==> src/rtl/splitstreamer_pkg.sv <==
// Shared types, sizes and helpers for the S/PDIF split-streamer datapath.
package splitstreamer_pkg;

    localparam int unsigned SAMPLE_W   = 32;
    localparam int unsigned FIFO_DEPTH = 16;

    // Ceiling log2, usable in constant expressions (clog2(1) == 0).
    function automatic int unsigned clog2(input int unsigned n);
        int unsigned r;
        r = 0;
        for (int unsigned v = n - 1; v > 0; v = v >> 1) begin
            r = r + 1;
        end
        return r;
    endfunction

    // One stereo frame: left and right words travel together.
    typedef struct packed {
        logic [SAMPLE_W-1:0] left;
        logic [SAMPLE_W-1:0] right;
    } stereo_frame_t;

endpackage

==> src/rtl/fifo_ptr_ctrl.sv <==
// Pointer, accept, occupancy and status-flag control for the stereo sample FIFO.
module fifo_ptr_ctrl
    import splitstreamer_pkg::*;
#(
    parameter int unsigned DEPTH        = FIFO_DEPTH,
    parameter int unsigned ALMOST_FULL  = 12,
    parameter int unsigned ALMOST_EMPTY = 4
) (
    input  logic                     pin_i2s_fclk,
    input  logic                     rst,
    input  logic                     write_en,
    input  logic                     read_en,
    input  logic                     clear_flags,
    output logic                     wr_accept_c,
    output logic                     rd_accept_c,
    output logic [clog2(DEPTH)-1:0]  wr_addr,
    output logic [clog2(DEPTH)-1:0]  rd_addr,
    output logic [clog2(DEPTH):0]    level,
    output logic                     full,
    output logic                     empty,
    output logic                     almost_full,
    output logic                     almost_empty,
    output logic                     overflow,
    output logic                     underflow
);

    localparam int unsigned ADDR_W = clog2(DEPTH);
    localparam int unsigned PTR_W  = ADDR_W + 1;

    logic [PTR_W-1:0] wr_ptr;
    logic [PTR_W-1:0] rd_ptr;
    logic             overflow_set_c;
    logic             underflow_set_c;

    // Occupancy and status decode from the registered pointers.
    always_comb begin
        level        = wr_ptr - rd_ptr;
        full         = (level == PTR_W'(DEPTH));
        empty        = (level == '0);
        almost_full  = (level >= PTR_W'(ALMOST_FULL));
        almost_empty = (level <= PTR_W'(ALMOST_EMPTY));
        wr_addr      = wr_ptr[ADDR_W-1:0];
        rd_addr      = rd_ptr[ADDR_W-1:0];
    end

    // Accept decisions; a read frees a slot so a write at full still lands.
    always_comb begin
        wr_accept_c     = ~rst & write_en & (~full | read_en);
        rd_accept_c     = ~rst & read_en & ~empty;
        overflow_set_c  = write_en & ~(~full | read_en);
        underflow_set_c = read_en & empty;
    end

    // Pointer advance and sticky flags (set beats clear).
    always_ff @(posedge pin_i2s_fclk) begin
        if (rst) begin
            wr_ptr    <= '0;
            rd_ptr    <= '0;
            overflow  <= 1'b0;
            underflow <= 1'b0;
        end else begin
            if (wr_accept_c) begin
                wr_ptr <= wr_ptr + PTR_W'(1);
            end
            if (rd_accept_c) begin
                rd_ptr <= rd_ptr + PTR_W'(1);
            end
            overflow  <= overflow_set_c  | (overflow  & ~clear_flags);
            underflow <= underflow_set_c | (underflow & ~clear_flags);
        end
    end

endmodule

==> src/rtl/stereo_sample_fifo.sv <==
// Elastic stereo-frame buffer between the I2S receiver and the S/PDIF transmitter.
module stereo_sample_fifo
    import splitstreamer_pkg::*;
#(
    parameter int unsigned WORDSIZE     = SAMPLE_W,
    parameter int unsigned DEPTH        = FIFO_DEPTH,
    parameter int unsigned ALMOST_FULL  = 12,
    parameter int unsigned ALMOST_EMPTY = 4
) (
    input  logic                    pin_i2s_fclk,
    input  logic                    rst,
    input  logic                    write_en,
    input  logic                    read_en,
    input  logic                    clear_flags,
    input  logic [WORDSIZE-1:0]     data_left_in,
    input  logic [WORDSIZE-1:0]     data_right_in,
    output logic [WORDSIZE-1:0]     data_left_out,
    output logic [WORDSIZE-1:0]     data_right_out,
    output logic                    full,
    output logic                    empty,
    output logic                    almost_full,
    output logic                    almost_empty,
    output logic [clog2(DEPTH):0]   level,
    output logic                    overflow,
    output logic                    underflow
);

    localparam int unsigned ADDR_W = clog2(DEPTH);

    logic [WORDSIZE-1:0] mem_left  [DEPTH];
    logic [WORDSIZE-1:0] mem_right [DEPTH];

    logic              wr_accept_c;
    logic              rd_accept_c;
    logic [ADDR_W-1:0] wr_addr;
    logic [ADDR_W-1:0] rd_addr;

    fifo_ptr_ctrl #(
        .DEPTH        (DEPTH),
        .ALMOST_FULL  (ALMOST_FULL),
        .ALMOST_EMPTY (ALMOST_EMPTY)
    ) u_ptr_ctrl (
        .pin_i2s_fclk (pin_i2s_fclk),
        .rst          (rst),
        .write_en     (write_en),
        .read_en      (read_en),
        .clear_flags  (clear_flags),
        .wr_accept_c  (wr_accept_c),
        .rd_accept_c  (rd_accept_c),
        .wr_addr      (wr_addr),
        .rd_addr      (rd_addr),
        .level        (level),
        .full         (full),
        .empty        (empty),
        .almost_full  (almost_full),
        .almost_empty (almost_empty),
        .overflow     (overflow),
        .underflow    (underflow)
    );

    // Frame storage; contents are deliberately left unreset.
    always_ff @(posedge pin_i2s_fclk) begin
        if (wr_accept_c) begin
            mem_left[wr_addr]  <= data_left_in;
            mem_right[wr_addr] <= data_right_in;
        end
    end

    // Output registers load only on an accepted pop, otherwise hold.
    always_ff @(posedge pin_i2s_fclk) begin
        if (rst) begin
            data_left_out  <= '0;
            data_right_out <= '0;
        end else if (rd_accept_c) begin
            data_left_out  <= mem_left[rd_addr];
            data_right_out <= mem_right[rd_addr];
        end
    end

endmodule

==> config.mk <==
export PLATFORM = sky130hd
export DESIGN_NAME = stereo_sample_fifo
export DESIGN_NICKNAME = d
export VERILOG_FILES = /design/src/rtl/splitstreamer_pkg.sv /design/src/rtl/fifo_ptr_ctrl.sv /design/src/rtl/stereo_sample_fifo.sv
export SDC_FILE = /design/constraint.sdc
export NUM_CORES = 1
export LEC_CHECK = 0
export CAP_MARGIN = 20
export CORE_MARGIN = 8
export CORE_UTILIZATION = 55
export CTS_CLUSTER_DIAMETER = 150
export DETAILED_ROUTE_END_ITERATION = 7
export PLACE_DENSITY = 0.76
export SLEW_MARGIN = 20
export SYNTH_ARGS = -nofsm -noshare
export SYNTH_HDL_FRONTEND = slang
export SYNTH_SLANG_ARGS = --single-unit
export TNS_END_PERCENT = 50
==> constraint.sdc <==
create_clock -name pin_i2s_fclk -period 8.8 [get_ports pin_i2s_fclk]
set_input_delay 1.76 -clock pin_i2s_fclk [delete_from_list [all_inputs] [get_ports pin_i2s_fclk]]
set_output_delay 1.76 -clock pin_i2s_fclk [all_outputs]
set_load 0.02 [all_outputs]
== Yosys cells after proc, flatten, opt, wreduce, memory -nomap -nowiden ==
Memory sizes are Yosys's and may differ from the RTL's. A register that Yosys moved wholly into a read port is not among the register bits.
Cells that the tools add are included.

* Equal/unequal tests: 1
* Mux-type cells: 2
* Bitwise gates (word level): 16
* Reductions and logical operators: 1
* Magnitude comparators: 2
* Div/mod/pow operators: 0
* Add/subtract/negate cells: 3
* Shift operators: 0
* $mul: 0

{| class="wikitable"
|+ Operator list
! kind !! number
|-
| $add 5x1->5 const B || 2
|-
| $and 1x1->1 || 8
|-
| $eq 5x5->1 const B || 1
|-
| $ge 5x4->1 const B || 1
|-
| $le 5x3->1 const B || 1
|-
| $logic_not 5->1 || 1
|-
| $not 1->1 || 5
|-
| $sub 5x5->5 || 1
|-
| $or 1x1->1 || 3
|-
| $mux 1 || 2
|}

* Memories: 2
* Output and inout bits: 75
* ROM bits: 0
* Logic and storage cells: 31
* Bits in latches: 0
* Memory bits (writable): 1024
* Register bits: 12

{| class="wikitable"
|+ Memories
! memory !! depth !! width !! rd ports !! clocked after memory_dff !! write ports !! line !! text
|-
| mem_left || 16 || 32 || 1 || 1 || 1 || stereo_sample_fifo.sv:30 || <nowiki>logic [WORDSIZE-1:0] mem_left [DEPTH];</nowiki>
|-
| mem_right || 16 || 32 || 1 || 1 || 1 || stereo_sample_fifo.sv:31 || <nowiki>logic [WORDSIZE-1:0] mem_right [DEPTH];</nowiki>
|}

== Logic depth before layout (Yosys ltp) ==
* Depth in word-level cells: 7
* Depth in mapped cells: 13
* Depth with buffers taken out: 9

== By module ==
A second synthesis with hierarchy kept.

* Cells, all modules: 2502
* Area, all modules: 42415.7 um^2

{| class="wikitable"
|+ Modules (own cells, without submodules)
! module !! instances !! area each (um^2) !! sequential area each (um^2) !! cells each
|-
| stereo_sample_fifo || 1 || 41527.3 || 32030.7 || 2403
|-
| fifo_ptr_ctrl || 1 || 888.4 || 240.2 || 99
|}

== Worst setup path after synthesis ==
No wires, ideal clock.

* Path kind: reg-to-reg
* Start point: register u_ptr_ctrl.wr_ptr[0]
* End point: memory mem_left[5][0] (netlist name), enable pin
* Buffers on the path: 1
* Arrival: 8.889 ns
* Setup slack: -0.756 ns
* Required time: 8.133 ns
* Stages on the path, launching flop included: 10
* Setup time: 0.667 ns
* Cell sequence: dfxtp_1 inv_1 ha_1 fa_1 xnor2_2 and4bb_1 or2_1 and3_1 buf_6 nor4b_1

* Word-level cells in the longest chain between the ends: 7

{| class="wikitable"
|+ Ends and longest elaborated chain
! element !! line !! text
|-
| from (decl) || fifo_ptr_ctrl.sv:30 || <nowiki>logic [PTR_W-1:0] wr_ptr;</nowiki>
|-
| from (signal assigned) || fifo_ptr_ctrl.sv:63 || <nowiki>wr_ptr <= wr_ptr + PTR_W'(1);</nowiki>
|-
| $sub 5x5->5 || fifo_ptr_ctrl.sv:37 || <nowiki>level = wr_ptr - rd_ptr;</nowiki>
|-
| named net level[2] || stereo_sample_fifo.sv:23 || <nowiki>output logic [clog2(DEPTH):0] level,</nowiki>
|-
| $eq 5x5->1 || fifo_ptr_ctrl.sv:38 || <nowiki>full = (level == PTR_W'(DEPTH));</nowiki>
|-
| $not 1->1 || fifo_ptr_ctrl.sv:48 || <nowiki>wr_accept_c = ~rst & write_en & (~full | read_en);</nowiki>
|-
| $or 1x1->1 || fifo_ptr_ctrl.sv:48 ||
|-
| $and 1x1->1 || fifo_ptr_ctrl.sv:48 ||
|-
| $mux 1 || stereo_sample_fifo.sv:63 || <nowiki>if (wr_accept_c) begin</nowiki>
|-
| $mux 1 (not written as such) || stereo_sample_fifo.sv:64 || <nowiki>mem_left[wr_addr] <= data_left_in;</nowiki>
|-
| to (decl) || stereo_sample_fifo.sv:30 ||
|}

The timed path passes the listed nets, and every way through them passes these cells.

== Worst setup path in the final report ==
* Start point: register u_ptr_ctrl.rd_ptr[1]
* End point: output port full

* Word-level cells in the longest chain between the ends: 2

{| class="wikitable"
|+ Ends and longest elaborated chain
! element !! line !! text
|-
| from (decl) || fifo_ptr_ctrl.sv:31 || <nowiki>logic [PTR_W-1:0] rd_ptr;</nowiki>
|-
| from (signal assigned) || fifo_ptr_ctrl.sv:66 || <nowiki>rd_ptr <= rd_ptr + PTR_W'(1);</nowiki>
|-
| $sub 5x5->5 || fifo_ptr_ctrl.sv:37 ||
|-
| $eq 5x5->1 || fifo_ptr_ctrl.sv:38 ||
|-
| to (decl) || stereo_sample_fifo.sv:19 || <nowiki>output logic full,</nowiki>
|}

No other way between the ends.

==> summary.txt <==
Slew margin rel. - 0.2626
Minimum clock period after layout - 5.735 ns
Iteration-0 DRC Markers - 2236
Leak - 14.43 nW
Bufs on Longest Clock Path - 3
Area contributors post-synth - edfxtp_1, mux4_2, dfxtp_1, o22ai_1, or3_1
Mapped cell area - 0.04117 mm^2
Sequential share of power - 0.470
Core box area - 0.07432 mm^2
R2R cell count - 10
Number of vias per cell - 6.445
Cells after synthesis - 1893
EDFF count, synth - 1024
Vias - 20210
Crit end category - primary output
I/O Pins - 144
Crit path DAT - 3.97 ns
Logic pwr share - 0.188
Worst Hold Path Cells - 2
RD Place Congestion - 0.7650
Synth Register Bits - 1100
Multi-input logic area - 0.008468 mm^2
Total GRT Usage - 0.2215
Pwr dens - 273.6 mW/mm^2
Worst r2r dst - mem_left[5][19]
Worst-Skew Late Latency - 0.67 ns
VDD IR max - 0.0001746 V
FMAX - 174.4 MHz
Clock Tree Root - clkbuf_16
CP required - 7.04 ns
Worst Setup Slack post-DPL - 3.705 ns
Mapped Nets - 1972
Final Hold Vio Count - 0
DR WL/cell - 29.65 um
Initial antenna violation count - 9
RSZ-0062 raised after global routing - false
Critical-path top delay cell - dfxtp_4
Reg2reg start - u_ptr_ctrl.rd_ptr[1]
DRT Wirelength - 92.99 mm
Number of global-route vias before repair - 21080
Initial DRT Pass Iterations - 6
Asr flop ratio synth - 0
Clock network fraction of total power - 0.341
CTS tree - done
Reg-to-reg setup timing slack - 3.85 ns
First-pass GRT wire length - 136.8 mm
Die footprint - 0.08386 mm^2
Area Growth Syn to Fin - 14.56%
Layout cells sized above 1 - 0.2351
Detailed Place HPWL - 46.34 mm
Width of the die - 289.6 um
CP max stage delay - 0.78 ns
Pins Over Slew Limit - 0
Setup CP Type - flop to primary output
# DRC - 0
Outcome - completed
WHS Endpoint - data_left_out[5]
Post-CTS Setup Inserts - 0
Fin nets - 2156
Crit-path cells - buf_4, fa_1, nand3b_1, and4bb_1, or2_1, and2_1, clkdlybuf4s50_1
Leading area contributor after synthesis - edfxtp_1
Clock sinks - 1100
Clock-pin slew on the worst setup and hold paths - 0.06 ns
Port bufs - 143
Distinct cells, synth - 45
Avg Inst Size Synth - 21.75 um^2
Post-synth top area share - 0.7469
FILL cells - 4773
Post-CTS Hold Buffers - 0
Fin worst setup slack - 3.065 ns
Switching share of power - 0.2623
Detail Route Antenna Nets - 0
Grt total ovfl - 0
Largest net degree at the start of global routing - 111
DP Area - 0.04378 mm^2
Final period util - 0.6517
Critical Path Fanout Max - 44
H-Tree Depth - 3
Hold Startpoint - data_left_out[5]
Final instance area - 0.04716 mm^2
CP Launch Type - flop
TritonCTS buffer count - 104
Starting Density - 0.5539
Final setup viols - 0
Register Area - 0.03228 mm^2
Sequential-to-total area share from yosys stat - 0.7839
Power Internal - 9.516 mW
Synth Flop Type - edfxtp_1
Net Switching - 3.384 mW
Clk_skew - 0.03007 ns
Die H - 289.6 um
Post-CTS Resized - 0
Max cap viols - 0
Hold Crit Class - flop to flop
Row cnt - 100
Worst-margin pin slew - 1.106 ns
YS warnings - 0
==> worst max-delay path, delay by kind of cell, from the launching register on <==
family / cells / cell delay (ns)
fa+ha+maj: 1 / 0.57
buf+inv: 2 / 1.19
flops: 1 / 0.78
simple gates: 4 / 0.76
==> Yosys cell counts (all sizes together) (3+ instances only) <==
cell type and n:
a21oi 73, buf 56, clkbuf 55, dfxtp 76, edfxtp 1024, ha 9
inv 9, mux4 256, nand2 76, nand3 3, nor2 12, nor3 4
nor4 4, nor4b 8, o21ai 6, o22ai 128, or3 69, xnor2 4
xor2 3
==> metrics by stage <==
step | setup TNS (ns) | hold WS (ns) | instances | power (mW) | util
finish | 0 | 0.4516 | 3136 | 12.90 | 0.6345
global route | 0 | 0.4665 | 3134 | 13.33 | 0.6345
CTS | 0 | 0.4583 | 3129 | 12.98 | 0.6341
detailed placement | 0 | 0.4503 | 2939 | 8.609 | 0.5890
global placement | 0 | 0.4483 | 2939 | 8.561 | 0.5890
floorplan | -87.43 | 0.4695 | 1893 | 7.831 | -
==> registers in the layout, indices dropped and copies added, names as in the netlist <==
register,flops
mem_left,512
mem_right,512
data_left_out,32
data_right_out,32
u_ptr_ctrl.rd_ptr,5
u_ptr_ctrl.wr_ptr,5
u_ptr_ctrl.overflow,1
u_ptr_ctrl.underflow,1
==> power by group through the flow <==
stage | clock network [mW] | registers [mW] | logic, mW
after detailed placement | 0 | 6.17 | 2.44
after floorplan | 0 | 6.23 | 1.60
after CTS | 4.44 | 6.07 | 2.47
after global routing | 4.64 | 6.08 | 2.60
after global placement | 0 | 6.16 | 2.40
final | 4.40 | 6.07 | 2.43
==> cells in the final DEF (no fill, tap or decap), types with 21 or more instances in the layout <==
| cell | count |
|---|---|
| a21oi_1 | 62 |
| buf_4 | 45 |
| clkbuf_16 | 105 |
| clkdlybuf4s50_1 | 142 |
| clkinv_2 | 21 |
| dfxtp_1 | 73 |
| edfxtp_1 | 1024 |
| mux4_2 | 256 |
| nand2_1 | 62 |
| o22ai_1 | 128 |
| or3_1 | 69 |
==> metal layers <==
layer  GRT usage  wire, um  up-vias
met2      0.3720     46990     1112
met3     0.04018      7995      171
met1      0.2937     35250    10600
met5           0        27        -
met4     0.07694      2725        4
li1            -         -     8321
==> cells by family after synthesis <==
logic type                 after synthesis  share of synthesized area
DFF                                   1100                     0.7839
muxes                                  258                     0.1405
AOI/OAI and AO/OA                      212                    0.03109
and+or+nand+nor                        186                    0.02422
buffers and inverters                  120                    0.01517
adders and majority gates               10                   0.003222
xor gates and xnor gates                 7                   0.001854
==> final cells by class <==
type,count,share of cell area
repair buffers,189,0.03815
clock buffers,133,0.05985
inverters,9,0.0007163
diodes,6,0.0003184
flip-flops and latches,1100,0.6845
well taps,969,0.02571
clock inverters,57,0.01117
multi-input cells,673,0.1796
==> worst max-delay path by stage <==
stage | startpoint | end | slack, ns | cells after the start
finish | u_ptr_ctrl.rd_ptr[1] | full | 3.07 | 7
global route | u_ptr_ctrl.rd_ptr[1] | full | 2.89 | 7
CTS | u_ptr_ctrl.rd_ptr[1] | full | 3.00 | 7
detailed placement | u_ptr_ctrl.rd_ptr[1] | full | 3.70 | 7
global placement | u_ptr_ctrl.rd_ptr[1] | full | 3.72 | 7
floorplan | u_ptr_ctrl.wr_ptr[0] | mem_left[0][0] | -0.35 | 10
Note: power is estimated with default switching activity, not from simulation.
